### config.mk
export PLATFORM = sky130hd
export DESIGN_NAME = cache_axi_arbiter
export DESIGN_NICKNAME = d
export VERILOG_FILES = /design/src/rtl/cache_axi_pkg.sv /design/src/rtl/axi_write_engine.sv /design/src/rtl/cache_axi_arbiter.sv
export SDC_FILE = /design/constraint.sdc
export NUM_CORES = 1
export LEC_CHECK = 0
export CELL_PAD_IN_SITES_DETAIL_PLACEMENT = 1
export CELL_PAD_IN_SITES_GLOBAL_PLACEMENT = 1
export CORE_AREA = 8 8 193 195
export DETAILED_ROUTE_END_ITERATION = 7
export DIE_AREA = 0 0 201 203
export PLACE_DENSITY_LB_ADDON = 0.1
export SYNTH_ARGS = -nofsm -noshare
export SYNTH_HDL_FRONTEND = slang
export SYNTH_SLANG_ARGS = --single-unit
### constraint.sdc
create_clock -name clk -period 22.2 [get_ports clk]
set_clock_uncertainty 0.2 [all_clocks]
set_input_delay 6.66 -clock clk [delete_from_list [all_inputs] [get_ports clk]]
set_output_delay 6.66 -clock clk [all_outputs]
set_load 0.005 [all_outputs]
### src/rtl/cache_axi_pkg.sv
// cache_axi_pkg: shared states, request type encodings, AXI IDs and burst shaping
package cache_axi_pkg;
  typedef enum logic [1:0] {R_IDLE, R_AR, R_DATA} r_state_t;
  typedef enum logic [1:0] {W_IDLE, W_AW, W_DATA, W_RESP} w_state_t;
  localparam logic [2:0] TYPE_BYTE = 3'b000;
  localparam logic [2:0] TYPE_HALF = 3'b001;
  localparam logic [2:0] TYPE_WORD = 3'b010;
  localparam logic [2:0] TYPE_LINE = 3'b100;
  localparam logic [3:0] ID_INST = 4'd0;
  localparam logic [3:0] ID_DATA = 4'd1;
  typedef struct packed {
    logic [3:0] len;
    logic [2:0] size;
  } burst_t;
  function automatic burst_t burst_of(input logic [2:0] t);
    burst_t b;
    b.len = t == TYPE_LINE ? 4'd3 : 4'd0;
    b.size = t == TYPE_LINE ? 3'b010 : {1'b0, t[1:0]};
    return b;
  endfunction
endpackage

### src/rtl/axi_write_engine.sv
// axi_write_engine: single-entry write buffer sequencing AW, W and B for data-cache writes
module axi_write_engine
  import cache_axi_pkg::*;
(
  input  logic         clk,
  input  logic         reset,
  input  logic         wr_req,
  input  logic [2:0]   wr_type,
  input  logic [31:0]  wr_addr,
  input  logic [3:0]   wr_wstrb,
  input  logic [127:0] wr_data,
  output logic         wr_rdy,
  output logic [3:0]   awid,
  output logic [31:0]  awaddr,
  output logic [3:0]   awlen,
  output logic [2:0]   awsize,
  output logic [1:0]   awburst,
  output logic [1:0]   awlock,
  output logic [3:0]   awcache,
  output logic [2:0]   awprot,
  output logic         awvalid,
  input  logic         awready,
  output logic [3:0]   wid,
  output logic [31:0]  wdata,
  output logic [3:0]   wstrb,
  output logic         wlast,
  output logic         wvalid,
  input  logic         wready,
  input  logic         bvalid,
  output logic         bready,
  output logic         wbuf_valid,
  output logic [31:0]  wbuf_addr
);
  w_state_t state, state_n;
  logic [127:0] buf_data;
  logic [3:0] buf_strb;
  burst_t buf_b;
  logic buf_line;
  logic [1:0] cnt;
  assign wr_rdy = state == W_IDLE;
  assign awvalid = state == W_AW;
  assign wvalid = state == W_DATA;
  assign bready = state == W_RESP;
  assign wlast = wvalid && {2'b00, cnt} == buf_b.len;
  assign awid = ID_DATA;
  assign wid = ID_DATA;
  assign awaddr = wbuf_addr;
  assign awlen = buf_b.len;
  assign awsize = buf_b.size;
  assign awburst = 2'b01;
  assign awlock = 2'b00;
  assign awcache = 4'd0;
  assign awprot = 3'd0;
  assign wdata = buf_data[{cnt, 5'd0} +: 32];
  assign wstrb = buf_line ? 4'hF : buf_strb;
  // state, buffer capture on acceptance, beat counter and buffer release on B
  always_ff @(posedge clk) begin
    if (reset) begin
      state <= W_IDLE;
      cnt <= 2'd0;
      wbuf_valid <= 1'b0;
    end else begin
      state <= state_n;
      if (wr_rdy && wr_req) begin
        wbuf_valid <= 1'b1;
        wbuf_addr <= wr_addr;
        buf_data <= wr_data;
        buf_strb <= wr_wstrb;
        buf_b <= burst_of(wr_type);
        buf_line <= wr_type == TYPE_LINE;
      end
      if (wvalid && wready) cnt <= wlast ? 2'd0 : cnt + 2'd1;
      if (bvalid && bready) wbuf_valid <= 1'b0;
    end
  end
  // write sequencing: accept, address, data beats, response
  always_comb begin
    state_n = state;
    case (state)
      W_IDLE: if (wr_req) state_n = W_AW;
      W_AW: if (awready) state_n = W_DATA;
      W_DATA: if (wready && wlast) state_n = W_RESP;
      W_RESP: if (bvalid) state_n = W_IDLE;
      default: state_n = W_IDLE;
    endcase
  end
endmodule

### src/rtl/cache_axi_arbiter.sv
// cache_axi_arbiter: shares one AXI3 master between instruction and data caches
module cache_axi_arbiter
  import cache_axi_pkg::*;
(
  input  logic         clk,
  input  logic         reset,
  input  logic         rd_req_inst,
  input  logic [2:0]   rd_type_inst,
  input  logic [31:0]  rd_addr_inst,
  output logic         rd_rdy_inst,
  output logic         ret_valid_inst,
  output logic         ret_last_inst,
  output logic [31:0]  ret_data_inst,
  input  logic         rd_req_data,
  input  logic [2:0]   rd_type_data,
  input  logic [31:0]  rd_addr_data,
  output logic         rd_rdy_data,
  output logic         ret_valid_data,
  output logic         ret_last_data,
  output logic [31:0]  ret_data_data,
  input  logic         wr_req_data,
  input  logic [2:0]   wr_type_data,
  input  logic [31:0]  wr_addr_data,
  input  logic [3:0]   wr_wstrb_data,
  input  logic [127:0] wr_data_data,
  output logic         wr_rdy_data,
  output logic [3:0]   arid,
  output logic [31:0]  araddr,
  output logic [3:0]   arlen,
  output logic [2:0]   arsize,
  output logic [1:0]   arburst,
  output logic [1:0]   arlock,
  output logic [3:0]   arcache,
  output logic [2:0]   arprot,
  output logic         arvalid,
  input  logic         arready,
  input  logic [3:0]   rid,
  input  logic [31:0]  rdata,
  input  logic [1:0]   rresp,
  input  logic         rlast,
  input  logic         rvalid,
  output logic         rready,
  output logic [3:0]   awid,
  output logic [31:0]  awaddr,
  output logic [3:0]   awlen,
  output logic [2:0]   awsize,
  output logic [1:0]   awburst,
  output logic [1:0]   awlock,
  output logic [3:0]   awcache,
  output logic [2:0]   awprot,
  output logic         awvalid,
  input  logic         awready,
  output logic [3:0]   wid,
  output logic [31:0]  wdata,
  output logic [3:0]   wstrb,
  output logic         wlast,
  output logic         wvalid,
  input  logic         wready,
  input  logic [3:0]   bid,
  input  logic [1:0]   bresp,
  input  logic         bvalid,
  output logic         bready
);
  r_state_t r_state, r_state_n;
  logic last_grant, owner, pick_data, el_inst, el_data, accept;
  logic wbuf_valid;
  logic [31:0] wbuf_addr, ar_addr;
  burst_t ar_b;
  logic unused_ok;
  assign unused_ok = ^{rid, rresp, bid, bresp};
  assign el_inst = rd_req_inst && !(wbuf_valid && rd_addr_inst[31:4] == wbuf_addr[31:4]);
  assign el_data = rd_req_data && !(wbuf_valid && rd_addr_data[31:4] == wbuf_addr[31:4]);
  assign pick_data = el_data && (!el_inst || !last_grant);
  assign rd_rdy_data = r_state == R_IDLE && pick_data;
  assign rd_rdy_inst = r_state == R_IDLE && el_inst && !pick_data;
  assign accept = rd_rdy_inst || rd_rdy_data;
  assign arvalid = r_state == R_AR;
  assign rready = r_state == R_DATA;
  assign arid = owner ? ID_DATA : ID_INST;
  assign araddr = ar_addr;
  assign arlen = ar_b.len;
  assign arsize = ar_b.size;
  assign arburst = 2'b01;
  assign arlock = 2'b00;
  assign arcache = 4'd0;
  assign arprot = 3'd0;
  assign ret_valid_inst = rready && rvalid && !owner;
  assign ret_valid_data = rready && rvalid && owner;
  assign ret_last_inst = ret_valid_inst && rlast;
  assign ret_last_data = ret_valid_data && rlast;
  assign ret_data_inst = ret_valid_inst ? rdata : 32'd0;
  assign ret_data_data = ret_valid_data ? rdata : 32'd0;
  // read state, latched request fields and round-robin history
  always_ff @(posedge clk) begin
    if (reset) begin
      r_state <= R_IDLE;
      last_grant <= 1'b0;
      owner <= 1'b0;
    end else begin
      r_state <= r_state_n;
      if (accept) begin
        owner <= pick_data;
        ar_addr <= pick_data ? rd_addr_data : rd_addr_inst;
        ar_b <= burst_of(pick_data ? rd_type_data : rd_type_inst);
      end
      if (rready && rvalid && rlast) last_grant <= owner;
    end
  end
  // one read burst at a time: grant, address, data
  always_comb begin
    r_state_n = r_state;
    case (r_state)
      R_IDLE: if (accept) r_state_n = R_AR;
      R_AR: if (arready) r_state_n = R_DATA;
      R_DATA: if (rvalid && rlast) r_state_n = R_IDLE;
      default: r_state_n = R_IDLE;
    endcase
  end
  axi_write_engine u_wr (
    .clk(clk), .reset(reset),
    .wr_req(wr_req_data), .wr_type(wr_type_data), .wr_addr(wr_addr_data),
    .wr_wstrb(wr_wstrb_data), .wr_data(wr_data_data), .wr_rdy(wr_rdy_data),
    .awid(awid), .awaddr(awaddr), .awlen(awlen), .awsize(awsize), .awburst(awburst),
    .awlock(awlock), .awcache(awcache), .awprot(awprot), .awvalid(awvalid), .awready(awready),
    .wid(wid), .wdata(wdata), .wstrb(wstrb), .wlast(wlast), .wvalid(wvalid), .wready(wready),
    .bvalid(bvalid), .bready(bready),
    .wbuf_valid(wbuf_valid), .wbuf_addr(wbuf_addr)
  );
endmodule

==> results of run 1 <==
power groups by stage:
| stage | clock network, mW | registers [mW] | logic, mW |
|---|---|---|---|
| 6_report | 0.397 | 0.517 | 0.232 |
| 5_1_grt | 0.426 | 0.522 | 0.251 |
| 4_1_cts | 0.413 | 0.518 | 0.239 |
| 3_5_place_dp | 0 | 0.526 | 0.237 |
| 3_3_place_gp | 0 | 0.524 | 0.236 |
| 2_1_floorplan | 0 | 0.529 | 0.0953 |
per-layer routing:
layer / wire length (um) / vias up / global-route usage [%]
met1: 12300 / 3113 / 16.8
met3: 3800 / 43 / 8.14
li1: - / 2967 / -
met5: 23 / - / 0
met2: 17500 / 284 / 28.6
met4: 640 / 4 / 3.39
cells in the final DEF (no fill, tap or decap), drive strengths merged, types with 2 or more instances in the layout:
master / instances
conb: 39
nand2b: 2
and2: 67
clkbuf: 30
clkinv: 16
ha: 4
a21boi: 2
mux2: 32
nand4: 10
o21ai: 2
nand3: 6
nand2: 10
clkdlybuf4s50: 465
buf: 7
dfxtp: 9
edfxtp: 202
or2: 4
nor4: 5
diode: 3
xor2: 16
or3: 3
mux2i: 2
nor2: 12
inv: 10
a211oi: 2
mux4: 32
nor2b: 3
a21oi: 7
xnor2: 41
cells in the mapped netlist, drive strengths merged, types with 2 or more instances:
library cell	n	share of area, %
nand2	10	0.40
mux2i	2	0.21
nand4	10	0.67
dfxtp	9	1.9
or3	3	0.20
buf	53	4.5
mux4	32	7.7
mux2	32	4.7
xor2	16	1.5
a21oi	7	0.37
and2	67	4.5
nand2b	2	0.13
inv	10	0.40
clkbuf	11	0.44
conb	2	0.080
nor2	12	0.48
ha	4	0.53
edfxtp	202	65
a211oi	2	0.16
or2	4	0.27
xnor2	41	3.8
nor4	5	0.33
nand3	6	0.32
nor2b	3	0.20
a21boi	2	0.16
o21ai	2	0.11
state kept, by name (all words and copies together) (netlist names), 4 cells and up:
signal and flops:
u_wr.buf_data 128, araddr 32, u_wr.awaddr 32, u_wr.buf_strb 4
worst max-delay path by stage:
stage                        endpoint  slack, ns  depth (start not counted)
after global routing      rd_rdy_inst       5.54                          7
final                     rd_rdy_inst       5.80                          7
after floorplan           rd_rdy_inst       7.47                          5
after CTS                 rd_rdy_inst       5.68                          7
after global placement    rd_rdy_inst       5.88                          7
after detailed placement  rd_rdy_inst       5.68                          7
logic make-up (layout without fill, tap and decap cells):
kind of cell | after synthesis | in the layout | share of synthesized area, %
flip-flops | 211 | 211 | 66.8
AND/OR/NAND/NOR | 126 | 126 | 7.84
buffers and inverters | 74 | 530 | 5.35
multiplexers | 66 | 66 | 12.6
XOR/XNOR | 57 | 57 | 5.34
AO/OA/AOI/OAI | 21 | 21 | 1.54
adder cells (fa/ha/maj) | 4 | 4 | 0.535
other | 2 | 42 | 0.0803
layout make-up:
class | instances | share of cell area, %
clock inverter | 18 | 0.852
inverter | 10 | 0.248
timing repair buffer | 472 | 31.1
sequential | 211 | 41.3
tap | 455 | 3.76
multi-input combinational | 313 | 18.3
antenna | 3 | 0.0496
clock buffer | 30 | 4.40
worst max-delay path, cell delays in order:
cell and delay (ns):
clkdlybuf4s50_1 0.44, xnor2_1 0.26, nand3_1 0.13, nor4_1 0.58, a21boi_1 0.26, a2111oi_0 0.56, clkdlybuf4s50_1 0.64
==> results.yml, run 1 <==
outcome:
  status: "finished, final reports clean"
timing:
  setup_viol: 0
  holdWs_ns: 0.312
  fmax_mhz: 61.0
  relSlewSlack_pct: 31.7
  tightest_slew_ns: 1.02
  rsz0062_at_grt: "false"
  hold_viol: 0
  setup_tns_ns: 0
  period_share_pct: 73.9
  fin_ws_ns: 5.80
  layout_min_cycle_time_ns: 16.40
  slew_viol_final: 0
hold_path:
  hold_path.class: "reg2reg"
  worstHoldStart: "owner$_SDFFE_PP0N_"
  hold_depth: 2
  hold_end: "owner$_SDFFE_PP0N_"
clock_tree:
  cts_resized: 0
  cts.clk_slew.worst_paths_ns: 0.05
  clk_latency_ns: 0.54
  cts_max_level: 1
  cts_tree: "yes"
  hold_buffers: 0
  cts.sinks: 211
  cts-root-buf: "clkbuf_16"
  post_cts_buffers: 0
  cts-buffers-inserted: 26
  clockBufferDepth: 3
final_layout:
  seqCellArea_um2: 6250
  fin_nets: 1330
  fin_cells: 1512
  drive_gt1_share_pct: 9.87
  multi_input_area_um2: 2760
  post-route-cell-area_um2: 15100
  n_fill_cell: 3457
  area_growth_pct: 61.7
  final_util_pct: 44.3
global_route:
  grt_pass1_vias: 7206
  grt_max_degree: 67
  grt_first_pass_wirelength_um: 49400
  grt.total_usage_pct: 16.1
  antenna_found_initial: 6
  grt-ovfl-total: 0
critical_path:
  crit_type: "in2out"
  crit_fanout: 5
  regToRegEndpoint: "araddr[31]$_DFFE_PP_"
  startpoint_type: "primary input"
  arrival_ns: 9.54
  end_kind: "output port"
  cp.required_ns: 15.34
  r2r.worst_path.cells: 6
  regToRegSetupSlack_ns: 18.98
  cp-startpoint: "rd_addr_data[26]"
  rr_startpoint: "u_wr.awaddr[13]$_DFFE_PP_"
logic_synthesis:
  async_reset_ff_share_pct: 0
  synth-main-ff-cell: "edfxtp_1"
  synth_cells: 561
  ys_ff_latch: 211
  yosysWarnings: 0
  seq_area_frac_synth_pct: 66.8
  synth-edff-count: 202
  synth_cell_types: 46
  syn-cell-area_um2: 9360
  syn_avg_cell_area_um2: 16.7
pwr:
  p_comb_share_pct: 20.3
  p_int_mw: 0.862
  vdd_drop_max_uv: 60.8
  p_clk_share_pct: 34.6
  switching_share_pct: 24.7
  powerDensity_nw_per_um2: 75.7
  seq_power_share_pct: 45.1
  leakage_nw: 5.22
  p_total_mw: 1.15
  switchingPower_mw: 0.283
routing:
  avgViaCountPerCell: 4.24
  postRouteAntennaNets: 0
  drt_pass1_iterations: 4
  wl_per_cell_um: 22.7
  num_vias: 6411
  drc: 0
  finalWirelength_um: 34300
  drt_iter0_drc: 240
die:
  die_area_um2: 40800
  placementRows: 68
  start_util_pct: 27.4
  die_y_um: 203
  core-area_um2: 34100
  die_x_um: 201
  io_pins: 517
placed_design:
  dp_cells: 1461
  port-buffer-count: 465
  dpl.hpwl_um: 27000
  dpl_cell_area_um2: 14300
  place_congestion: 0.748
  post-place-ws_ns: 5.68
flow_run:
  cap_violations: 0
Note: power is estimated with default switching activity, not from simulation.
==> run 2, diff against run 1 <==
--- a/config.mk
+++ b/config.mk
@@ -7,9 +7,9 @@
 export LEC_CHECK = 0
 export CELL_PAD_IN_SITES_DETAIL_PLACEMENT = 1
 export CELL_PAD_IN_SITES_GLOBAL_PLACEMENT = 1
-export CORE_AREA = 8 8 193 195
+export CORE_AREA = 8 8 197 199
 export DETAILED_ROUTE_END_ITERATION = 7
-export DIE_AREA = 0 0 201 203
+export DIE_AREA = 0 0 205 207
 export PLACE_DENSITY_LB_ADDON = 0.1
 export SYNTH_ARGS = -nofsm -noshare
 export SYNTH_HDL_FRONTEND = slang
==> constraint.sdc (replaced) <==
create_clock -name clk -period 15.1 [get_ports clk]
set_clock_uncertainty 0.2 [all_clocks]
set_input_delay 4.53 -clock clk [delete_from_list [all_inputs] [get_ports clk]]
set_output_delay 4.53 -clock clk [all_outputs]
set_load 0.005 [all_outputs]
==> results.yml, run 2 (synthesized netlist as in run 1, its figures left out) <==
pwr:
  p_clk_share_pct: 36.5
  powerDensity_nw_per_um2: 114
  leakage_nw: 5.25
  switchingPower_mw: 0.417
  switching_share_pct: 24.0
  vdd_drop_max_uv: 87.2
  p_int_mw: 1.32
  seq_power_share_pct: 43.7
  p_comb_share_pct: 19.8
global_route:
  grt-ovfl-total: 0
  antenna_found_initial: 6
  grt.total_usage_pct: 15.4
  grt_max_degree: 76
  grt_pass1_vias: 7049
  grt_first_pass_wirelength_um: 49100
clock_tree:
  post_cts_buffers: 0
  cts.sinks: 211
  cts-root-buf: "clkbuf_16"
  cts_resized: 0
  cts-buffers-inserted: 26
  cts_tree: "yes"
  clk_latency_ns: 0.54
  clockBufferDepth: 3
  cts.clk_slew.worst_paths_ns: 0.06
  hold_buffers: 0
  cts_max_level: 1
final_layout:
  multi_input_area_um2: 2760
  largest_register: "u_wr.buf_data"
  seqCellArea_um2: 6250
  layout_common_cells: "clkdlybuf4s50_1, edfxtp_1, and2_1"
  fin_nets: 1328
  post-route-cell-area_um2: 15200
  final_common_cell: "clkdlybuf4s50_1"
  drive_gt1_share_pct: 10.1
  largest_register_ffs: 128
  area_growth_pct: 62.5
  final_util_pct: 42.3
  n_fill_cell: 3752
die:
  start_util_pct: 26.1
  die_area_um2: 42400
  die_x_um: 205
  placementRows: 70
  io_pins: 517
  core-area_um2: 35900
  die_y_um: 207
placed_design:
  place_congestion: 0.759
  port-buffer-count: 465
  dpl.hpwl_um: 27400
  dpl_cell_area_um2: 14300
hold_path:
  worstHoldStart: "owner$_SDFFE_PP0N_"
  hold_path.class: "reg2reg"
timing:
  hold_viol: 0
  period_share_pct: 80.8
  holdWs_ns: 0.322
  setup_viol: 0
  tightest_slew_ns: 1.05
  fmax_mhz: 82.0
  layout_min_cycle_time_ns: 12.20
  setup_tns_ns: 0
  relSlewSlack_pct: 30.0
  slew_viol_final: 0
  rsz0062_at_grt: "false"
critical_path:
  crit_type: "in2out"
  cp_common_cell: "clkdlybuf4s50_1"
  cp_slowest_cell: "clkdlybuf4s50_1"
  crit_fanout: 5
  crit_chain: "clkdlybuf4s50_1, xnor2_1, nand4_1, nor4_1, a21boi_1, a2111oi_0, clkdlybuf4s50_1"
  rr_startpoint: "u_wr.awaddr[13]$_DFFE_PP_"
  startpoint_type: "primary input"
  arrival_ns: 7.47
  cp-startpoint: "rd_addr_data[7]"
  critPathMaxStageDelay_ns: 0.67
  end_kind: "output port"
  cp.required_ns: 10.37
flow_run:
  cap_violations: 0
routing:
  avgViaCountPerCell: 4.21
  num_vias: 6406
  drt_pass1_iterations: 4
  wl_per_cell_um: 22.7
  drc: 0
  postRouteAntennaNets: 0
  finalWirelength_um: 34600
  drt_iter0_drc: 192
outcome:
  status: "finished, final reports clean"
[run 2: layer usage]
layer,track usage [%],up-vias,wire [um]
met5,0,-,37
met4,3.33,6,640
met3,6.48,37,3460
met2,28.2,268,17800
met1,16.2,3136,12700
li1,-,2959,-
[run 2: metrics by stage]
| stage | cells | setup slack (ns) | total power [mW] |
|---|---|---|---|
| final | 1522 | 2.90 | 1.73 |
| after global routing | 1522 | 2.67 | 1.81 |
| after CTS | 1520 | 2.82 | 1.77 |
| after detailed placement | 1472 | 2.85 | 1.12 |
| after global placement | 1472 | 2.85 | 1.12 |
| after floorplan | 598 | 2.52 | 0.918 |
[run 2: layout make-up]
cell class                 count  share of cell area, %
sequential                   211                   41.1
timing repair buffer         470                   30.9
multi-input combinational    313                   18.2
clock buffer                  28                   4.33
tap                          468                   3.85
clock inverter                20                   1.42
inverter                      10                  0.247
antenna                        2                 0.0329
[run 2: power groups by stage]
stage | combinational, mW | clock [mW] | sequential, mW
finish | 0.344 | 0.633 | 0.757
global route | 0.372 | 0.677 | 0.764
CTS | 0.355 | 0.655 | 0.759
floorplan | 0.140 | 0 | 0.778
detailed placement | 0.353 | 0 | 0.771
global placement | 0.351 | 0 | 0.768
[run 2: final timing paths]
check                          to  slack, ns  depth (start not counted)
max                   rd_rdy_inst       2.90                          7
min            owner$_SDFFE_PP0N_       0.32                          2
max reg2reg  araddr[31]$_DFFE_PP_      11.89                          6
min reg2reg    owner$_SDFFE_PP0N_       0.32                          2
[run 2: worst max-delay path: cells and delay by family]
kind            cells  cell delay [ns]
buf+inv             2             1.11
compound gates      2             0.81
xor+xnor            1             0.30
simple gates        2             0.73
==> run 3, diff against run 2 <==
==> constraint.sdc (replaced) <==
create_clock -name clk -period 11.4 [get_ports clk]
set_clock_uncertainty 0.2 [all_clocks]
set_input_delay 3.42 -clock clk [delete_from_list [all_inputs] [get_ports clk]]
set_output_delay 3.42 -clock clk [all_outputs]
set_load 0.005 [all_outputs]
==> results.yml, run 3 (synthesized netlist as in run 1, its figures left out) <==
outcome:
  status: "finished, final reports clean"
timing:
  relSlewSlack_pct: 28.5
  period_share_pct: 85.1
  hold_viol: 0
  tightest_slew_ns: 1.07
  rsz0062_at_grt: "false"
  slew_viol_final: 0
  setup_viol: 0
  layout_min_cycle_time_ns: 9.70
  setup_tns_ns: 0
  fmax_mhz: 103
die:
  io_pins: 517
  start_util_pct: 26.1
  core-area_um2: 35900
  placementRows: 70
  die_x_um: 205
  die_area_um2: 42400
  die_y_um: 207
final_layout:
  area_growth_pct: 61.1
  drive_gt1_share_pct: 9.59
  layout_common_cells: "clkdlybuf4s50_1, edfxtp_1, and2_1"
  largest_register: "u_wr.buf_data"
  final_util_pct: 42.0
  n_fill_cell: 3706
  largest_register_ffs: 128
  final_common_cell: "clkdlybuf4s50_1"
  fin_nets: 1328
placed_design:
  dpl.hpwl_um: 27200
  port-buffer-count: 465
  place_congestion: 0.746
routing:
  drt_pass1_iterations: 4
  drt_iter0_drc: 200
  num_vias: 6363
  drc: 0
  avgViaCountPerCell: 4.21
  postRouteAntennaNets: 0
  wl_per_cell_um: 22.8
  finalWirelength_um: 34500
critical_path:
  arrival_ns: 6.08
  cp_slowest_cell: "clkdlybuf4s50_1"
  startpoint_type: "primary input"
  critPathMaxStageDelay_ns: 0.63
  end_kind: "output port"
  critPathBufInv: 2
  crit_fanout: 5
  cp.required_ns: 7.78
  critPathTopFamily: "buffers and inverters"
  cp_common_cell: "clkdlybuf4s50_1"
  crit_chain: "clkdlybuf4s50_1, xnor2_1, nand4_1, nor4_1, a21boi_1, a2111oi_0, clkdlybuf4s50_1"
  crit_type: "in2out"
clock_tree:
  clockBufferDepth: 3
  cts_resized: 0
  cts-buffers-inserted: 26
  cts_max_level: 1
  cts-root-buf: "clkbuf_16"
  cts_tree: "yes"
  hold_buffers: 0
  post_cts_buffers: 0
  clk_latency_ns: 0.54
  cts.clk_slew.worst_paths_ns: 0.05
  cts.sinks: 211
flow_run:
  cap_violations: 0
global_route:
  grt.total_usage_pct: 15.5
  grt_max_degree: 85
  grt-ovfl-total: 0
  grt_first_pass_wirelength_um: 49100
  grt_pass1_vias: 7095
  antenna_found_initial: 10
hold_path:
  hold_path.class: "reg2reg"
pwr:
  leakage_nw: 5.19
  powerDensity_nw_per_um2: 146
  p_total_mw: 2.20
  vdd_drop_max_uv: 111
==> run 3: changes by cell type in the layout (fill, tap and decap cells not counted) <==
cell,previous run,this run
bufinv_16,4,1
clkinv_1,9,1
clkinvlp_4,1,0
clkbuf_1,2,7
clkinv_8,0,1
clkinv_2,5,3
clkinv_16,1,0
==> run 3: per-stage QoR <==
step | std cells | setup slack [ns] | instance area (um^2) | hold slack, ns
6_report | 1513 | 1.70 | 15100 | 0.332
4_1_cts | 1511 | 1.60 | 15100 | 0.335
3_5_place_dp | 1472 | 1.62 | 14300 | 0.328
5_1_grt | 1512 | 1.43 | 15100 | 0.350
2_1_floorplan | 598 | 2.77 | 9500 | 0.270
3_3_place_gp | 1472 | 1.59 | 14300 | 0.312
==> run 3: area by class of cell <==
| cell class | instances | area [um^2] | area share (%) |
|---|---|---|---|
| Sequential cell | 211 | 6250 | 41.5 |
| Timing Repair Buffer | 470 | 4690 | 31.1 |
| Multi-Input combinational cell | 313 | 2760 | 18.3 |
| Clock buffer | 33 | 677 | 4.49 |
| Tap cell | 468 | 586 | 3.88 |
| Clock inverter | 6 | 65.1 | 0.432 |
| Inverter | 10 | 37.5 | 0.249 |
| Antenna cell | 2 | 5.00 | 0.0332 |
==> run 3: worst paths after layout <==
check / start / endpoint / slack, ns / depth (start not counted)
setup reg to reg: u_wr.awaddr[4]$_DFFE_PP_ / araddr[29]$_DFFE_PP_ / 8.17 / 6
hold reg to reg: owner$_SDFFE_PP0N_ / owner$_SDFFE_PP0N_ / 0.33 / 2
setup / recovery: rd_addr_data[13] / rd_rdy_inst / 1.70 / 7
hold / removal: owner$_SDFFE_PP0N_ / owner$_SDFFE_PP0N_ / 0.33 / 2
==> run 3: power breakdown <==
| group | switching, mW | internal (mW) | leakage, nW |
|---|---|---|---|
| sequential | 0.0413 | 0.966 | 1.95 |
| clock | 0.311 | 0.435 | 0.363 |
| combinational | 0.179 | 0.272 | 2.88 |
| total | 0.531 | 1.67 | 5.19 |
==> run 3: layer usage <==
metal	vias to the layer above	wire (um)	track usage (%)
li1	2952	-	-
met1	3070	12100	15.7
met2	274	17700	28.1
met3	53	3940	7.44
met4	14	630	3.72
met5	-	99	0
==> run 3: worst min-delay path, stage by stage, from the launching register on <==
cell	delay (ns)
dfxtp_1	0.34
o31ai_1	0.08
a21oi_1	0.07
